File: config.mk
export PLATFORM = sky130hd
export DESIGN_NAME = pipe_skid_stage
export DESIGN_NICKNAME = d
export VERILOG_FILES = /design/src/rtl/pipe_skid_stage_pkg.sv /design/src/rtl/pipe_skid_stage_skid_fifo.sv /design/src/rtl/pipe_skid_stage.sv
export SDC_FILE = /design/constraint.sdc
export NUM_CORES = 1
export LEC_CHECK = 0
export BUFFER_PORTS_ARGS = -buffer_cell sky130_fd_sc_hd__buf_2
export CAP_MARGIN = 10
export CORE_MARGIN = 4
export CORE_UTILIZATION = 59
export DETAILED_ROUTE_END_ITERATION = 8
export HOLD_SLACK_MARGIN = 0.08
export PLACE_DENSITY = 0.93
export SLEW_MARGIN = 40
export SYNTH_ARGS = -nofsm -noshare
export SYNTH_HDL_FRONTEND = slang
export SYNTH_SLANG_ARGS = --single-unit
File: constraint.sdc
create_clock -name clk_i -period 9.06 [get_ports clk_i]
set_input_delay 1.812 -clock clk_i [delete_from_list [all_inputs] [get_ports clk_i]]
set_output_delay 1.812 -clock clk_i [all_outputs]
set_load 0.1 [all_outputs]
File: src/rtl/pipe_skid_stage_pkg.sv
// Shared defaults and pointer helpers for the skid-buffered pipeline stage.
package pipe_skid_stage_pkg;

    localparam int unsigned DEFAULT_WIDTH      = 32'd32;
    localparam int unsigned DEFAULT_SKID_DEPTH = 32'd2;

    function automatic int unsigned ptr_width(input int unsigned depth);
        if (depth > 32'd1) begin
            return $clog2(depth);
        end else begin
            return 32'd1;
        end
    endfunction

    // Circular increment; depth need not be a power of two.
    function automatic int unsigned wrap_inc(input int unsigned ptr, input int unsigned depth);
        if (ptr + 32'd1 >= depth) begin
            return 32'd0;
        end else begin
            return ptr + 32'd1;
        end
    endfunction

endpackage

File: src/rtl/pipe_skid_stage_skid_fifo.sv
// Circular skid buffer sitting behind the output register of pipe_skid_stage.
module skid_fifo
    import pipe_skid_stage_pkg::*;
#(
    parameter int unsigned WIDTH      = DEFAULT_WIDTH,
    parameter int unsigned SKID_DEPTH = DEFAULT_SKID_DEPTH,
    localparam int unsigned PW        = ptr_width(SKID_DEPTH),
    localparam int unsigned OW        = $clog2(SKID_DEPTH + 32'd1)
) (
    input  logic             clk_i,
    input  logic             rst_ni,
    input  logic             flush_i,
    input  logic             push_i,
    input  logic [WIDTH-1:0] push_data_i,
    input  logic             pop_i,
    output logic [WIDTH-1:0] head_o,
    output logic             empty_o,
    output logic [OW-1:0]    count_o
);

    logic [WIDTH-1:0] mem_r [SKID_DEPTH];
    logic [PW-1:0]    head_r;
    logic [PW-1:0]    tail_r;
    logic [OW-1:0]    count_r;

    // Pointer and occupancy update; reset and flush both empty the buffer.
    always_ff @(posedge clk_i) begin
        if (!rst_ni) begin
            head_r  <= '0;
            tail_r  <= '0;
            count_r <= '0;
        end else if (flush_i) begin
            head_r  <= '0;
            tail_r  <= '0;
            count_r <= '0;
        end else begin
            if (push_i) begin
                tail_r <= PW'(wrap_inc(32'(tail_r), SKID_DEPTH));
            end
            if (pop_i) begin
                head_r <= PW'(wrap_inc(32'(head_r), SKID_DEPTH));
            end
            case ({push_i, pop_i})
                2'b10:   count_r <= count_r + OW'(1);
                2'b01:   count_r <= count_r - OW'(1);
                default: count_r <= count_r;
            endcase
        end
    end

    // Payload storage carries no reset.
    always_ff @(posedge clk_i) begin
        if (push_i && rst_ni && !flush_i) begin
            mem_r[tail_r] <= push_data_i;
        end
    end

    assign head_o  = mem_r[head_r];
    assign empty_o = (count_r == '0);
    assign count_o = count_r;

endmodule

File: src/rtl/pipe_skid_stage.sv
// Registered valid/ready pipeline stage: output register plus skid buffer, full throughput.
module pipe_skid_stage
    import pipe_skid_stage_pkg::*;
#(
    parameter int unsigned WIDTH      = DEFAULT_WIDTH,
    parameter int unsigned SKID_DEPTH = DEFAULT_SKID_DEPTH,
    parameter int unsigned CW         = $clog2(SKID_DEPTH + 32'd2)
) (
    input  logic             clk_i,
    input  logic             rst_ni,
    input  logic             flush_i,
    input  logic [WIDTH-1:0] in_data_i,
    input  logic             in_valid_i,
    output logic             in_ready_o,
    output logic [WIDTH-1:0] out_data_o,
    output logic             out_valid_o,
    input  logic             out_ready_i,
    output logic [CW-1:0]    count_o
);

    localparam int unsigned OW = $clog2(SKID_DEPTH + 32'd1);

    logic             in_ready_r;
    logic             out_valid_r;
    logic [WIDTH-1:0] out_data_r;
    logic [CW-1:0]    count_r;

    logic             accept_s;
    logic             xfer_s;
    logic             load_s;
    logic             push_s;
    logic             pop_s;
    logic             skid_empty_s;
    logic [WIDTH-1:0] skid_head_s;
    logic [OW-1:0]    skid_cnt_s;
    logic [OW-1:0]    skid_cnt_nxt_s;
    logic             out_valid_nxt_s;
    logic [WIDTH-1:0] out_data_nxt_s;

    assign accept_s = in_valid_i && in_ready_r && rst_ni && !flush_i;
    assign xfer_s   = out_valid_r && out_ready_i;
    assign load_s   = !out_valid_r || xfer_s;
    assign pop_s    = load_s && !skid_empty_s;
    // A beat bypasses the skid only when the output loads and nothing older is waiting.
    assign push_s   = accept_s && !(load_s && skid_empty_s);

    skid_fifo #(
        .WIDTH      (WIDTH),
        .SKID_DEPTH (SKID_DEPTH)
    ) u_skid (
        .clk_i       (clk_i),
        .rst_ni      (rst_ni),
        .flush_i     (flush_i),
        .push_i      (push_s),
        .push_data_i (in_data_i),
        .pop_i       (pop_s),
        .head_o      (skid_head_s),
        .empty_o     (skid_empty_s),
        .count_o     (skid_cnt_s)
    );

    // Next-state of output register and skid occupancy.
    always_comb begin
        skid_cnt_nxt_s  = skid_cnt_s;
        out_valid_nxt_s = out_valid_r;
        out_data_nxt_s  = out_data_r;
        case ({push_s, pop_s})
            2'b10:   skid_cnt_nxt_s = skid_cnt_s + OW'(1);
            2'b01:   skid_cnt_nxt_s = skid_cnt_s - OW'(1);
            default: skid_cnt_nxt_s = skid_cnt_s;
        endcase
        if (load_s) begin
            out_valid_nxt_s = !skid_empty_s || accept_s;
        end else begin
            out_valid_nxt_s = out_valid_r;
        end
        if (pop_s) begin
            out_data_nxt_s = skid_head_s;
        end else if (load_s && accept_s) begin
            out_data_nxt_s = in_data_i;
        end else begin
            out_data_nxt_s = out_data_r;
        end
    end

    // Control registers: reset dominates flush.
    always_ff @(posedge clk_i) begin
        if (!rst_ni) begin
            out_valid_r <= 1'b0;
            in_ready_r  <= 1'b0;
            count_r     <= '0;
        end else if (flush_i) begin
            out_valid_r <= 1'b0;
            in_ready_r  <= 1'b1;
            count_r     <= '0;
        end else begin
            out_valid_r <= out_valid_nxt_s;
            in_ready_r  <= (skid_cnt_nxt_s < OW'(SKID_DEPTH));
            count_r     <= CW'(out_valid_nxt_s) + CW'(skid_cnt_nxt_s);
        end
    end

    // Output payload register, unreset.
    always_ff @(posedge clk_i) begin
        out_data_r <= out_data_nxt_s;
    end

    assign in_ready_o  = in_ready_r;
    assign out_valid_o = out_valid_r;
    assign out_data_o  = out_data_r;
    assign count_o     = count_r;

endmodule

==> flow_summary_export.csv <==
group,metric,value,unit
sta,grt_setup_unrepaired,"false",
floorplanning,num_rows,29,
worst_hold_path,hold_class,"reg -> reg",
pwr,p_leak,1.62,nW
sta,slew_headroom,45.9,%
placement,numPortBuffers,72,
clock_network,clock_latency,350,ps
sta,skew,7.53,ps
layout,final_util,72.4,%
synthesis,synth.distinct_cells,21,
layout,layout.nets,358,
setup_path,crit_type,"in -> reg",
sta,layout_min_cycle_time,3510,ps
layout,nFillCells,405,
synthesis,synth_seq_cells,105,
detailed_routing,wl_per_cell,17.3,µm
setup_path,critical_path_arrival,3800,ps
layout,instances_no_fill,400,
sta,tns,0,ps
clock_network,clock-sinks,105,
floorplanning,io_pins,73,
synthesis,synth_nets,284,
floorplanning,dieArea,8140,µm²
pwr,p_comb_share,5.3,%
floorplanning,core_area,6460,µm²
sta,hold_viol_final,0,
grt,grt_max_degree,67,
detailed_routing,via_per_inst,5.44,
detailed_routing,drtAntennaViolNets,0,
setup_path,cp-start-kind,"input port",
clock_network,ctsHoldBuffers,0,
synthesis,yosys-top-cells-area,"edfxtp_1 72%, mux2i_1 8.0%, dfxtp_1 4.5%, a21oi_1 4.1%, nor2_1 3.7%",
synthesis,yosysTopAreaCell,"edfxtp_1",
pwr,pwr-share-clk,36.2,%
synthesis,synth-edff-count,96,
layout,area_growth,17.3,%
sta,post-route-period-util,38.8,%
detailed_routing,drt-total-wl,6.93,mm
detailed_routing,drc,0,
clock_network,htree_levels,3,
floorplanning,start_util,61.7,%
layout,layout_common_cells,"96 x edfxtp_1, 72 x buf_2, 37 x nor2_1",
sta,setup_violations,0,
clock_network,cts_made_buffers,9,
clock_network,cts_setup_buffers,0,
pwr,internal_power,724,µW
pwr,power_frac_seq,58.5,%
synthesis,synth_top_area_share,72.3,%
clock_network,cts_max_path_buffers,2,
placement,post-dp-hpwl,4.37,mm
synthesis,netlist_area,3990,µm²
synthesis,synth_seq_area_share,76.8,%
clock_network,path_clk_slew,90,ps
placement,place_inst,385,
sta,drv_slew,0,
grt,grt_pass1_vias,2155,
clock_network,root_buffer,"clkbuf_8",
synthesis,ys_warn_count,0,
clock_network,cts_resized,0,
synthesis,ys.flop_type,"edfxtp_1",
synthesis,async_flop_share,0,%
floorplanning,die_w,90.2,µm
grt,overflow,0,
grt,antenna_found_initial,0,
detailed_routing,drt_iter0_drc,153,
setup_path,required,9350,ps
synthesis,syn_inst,245,
sta,fmax,0.285,GHz
synthesis,synthesis.area_per_instance,16.3,µm²
pwr,p_sw,184,µW
setup_path,cp-end-kind,"flip-flop",
detailed_routing,drt_pass1_iterations,4,
layout,drive_gt1_share,30.3,%
layout,final_common_cell,"edfxtp_1",
grt,grt_util_all_layers,17.2,%
sta,tightest_slew,811,ps
placement,gp_congestion,0.712,
detailed_routing,vias,2175,
sta,whs,560,ps
setup_path,cp_max_fo,66,
grt,grt_first_pass_wirelength,10.7,mm
pwr,finalPower,908,µW
run_status,outcome,"completed",
pwr,cellPowerDensity,194,nW/µm²
clock_network,cts_tree,"yes",
floorplanning,die_y,90.2,µm
run,maxCapViolCount,0,
pwr,ir_drop,0.157,mV
pwr,swShare,20.2,%
layout,insertedDiodeCount,0,
## power groups by stage
stage | Combinational (mW) | Clock, mW | Sequential [mW]
2_1_floorplan | 0.00978 | 0 | 0.564
3_3_place_gp | 0.0455 | 0 | 0.543
5_1_grt | 0.0514 | 0.350 | 0.532
3_5_place_dp | 0.0481 | 0 | 0.543
6_report | 0.0481 | 0.329 | 0.531
4_1_cts | 0.0483 | 0.333 | 0.532
## layout make-up
cell class,count,area (µm²),area share (%)
sequential,105,3070,65.6
multi-input combinational,127,857,18.3
timing repair buffer,75,423,9.04
clock buffer,9,124,2.65
clock inverter,6,108,2.30
tap,77,96.3,2.06
inverter,1,3.75,0.0802
## path summary, 6_finish.rpt
path / from / to / slack, ps / depth (start not counted)
worst min register to register: u_skid.head_r$_SDFFE_PP0N_ / u_skid.head_r$_SDFFE_PP0N_ / 560 / 2
worst max-delay path: out_ready_i / count_o[1]$_SDFF_PP0_ / 5550 / 9
worst min-delay path: u_skid.head_r$_SDFFE_PP0N_ / u_skid.head_r$_SDFFE_PP0N_ / 560 / 2
worst max register to register: u_skid.count_o[0]$_SDFF_PP0_ / count_o[1]$_SDFF_PP0_ / 6650 / 8
## stage by stage
step	instance area, µm²	setup WS [ps]
floorplan	3990	4870
global placement	4390	5280
detailed placement	4450	5180
CTS	4680	5550
global route	4680	5400
finish	4680	5550
## state kept, by name, summed over array words and instances (netlist names), named ones only
signal,cells
out_valid_o,1
u_skid.head_r,1
u_skid.mem_r,64
u_skid.count_o,2
count_o,2
u_skid.tail_r,1
in_ready_o,1
out_data_o,32
## synth_stat cells, types with 3 or more instances
cell type  instances
xnor2_1            5
buf_6              3
mux2i_1           32
buf_2              9
nor2_1            39
a21oi_1           33
dfxtp_1            9
edfxtp_1          96
## worst max-delay path, stage by stage
cell and delay (ps):
buf_2 100, nor2b_1 320, nor2_4 40, buf_4 320
ha_1 400, xnor2_1 210, ha_1 200, xnor3_1 300
nor2_1 80
## cells by family after synthesis
| family | after synthesis | share of synthesized area (%) |
|---|---|---|
| XOR/XNOR | 6 | 1.66 |
| AND/OR/NAND/NOR | 51 | 5.77 |
| flip-flops | 105 | 76.8 |
| AO/OA/AOI/OAI | 36 | 5.02 |
| buffers and inverters | 13 | 2.07 |
| multiplexers | 32 | 8.03 |
| adder cells (fa/ha/maj) | 2 | 0.627 |
## routing by layer
layer	wire, µm	vias to the layer above	global-route usage, %
li1	-	1052	-
met1	2810	1023	22.5
met2	3530	91	27.6
met3	464	9	2.84
met4	120	0	9.57
met5	0	-	0
(Power assumes the default switching activity.)
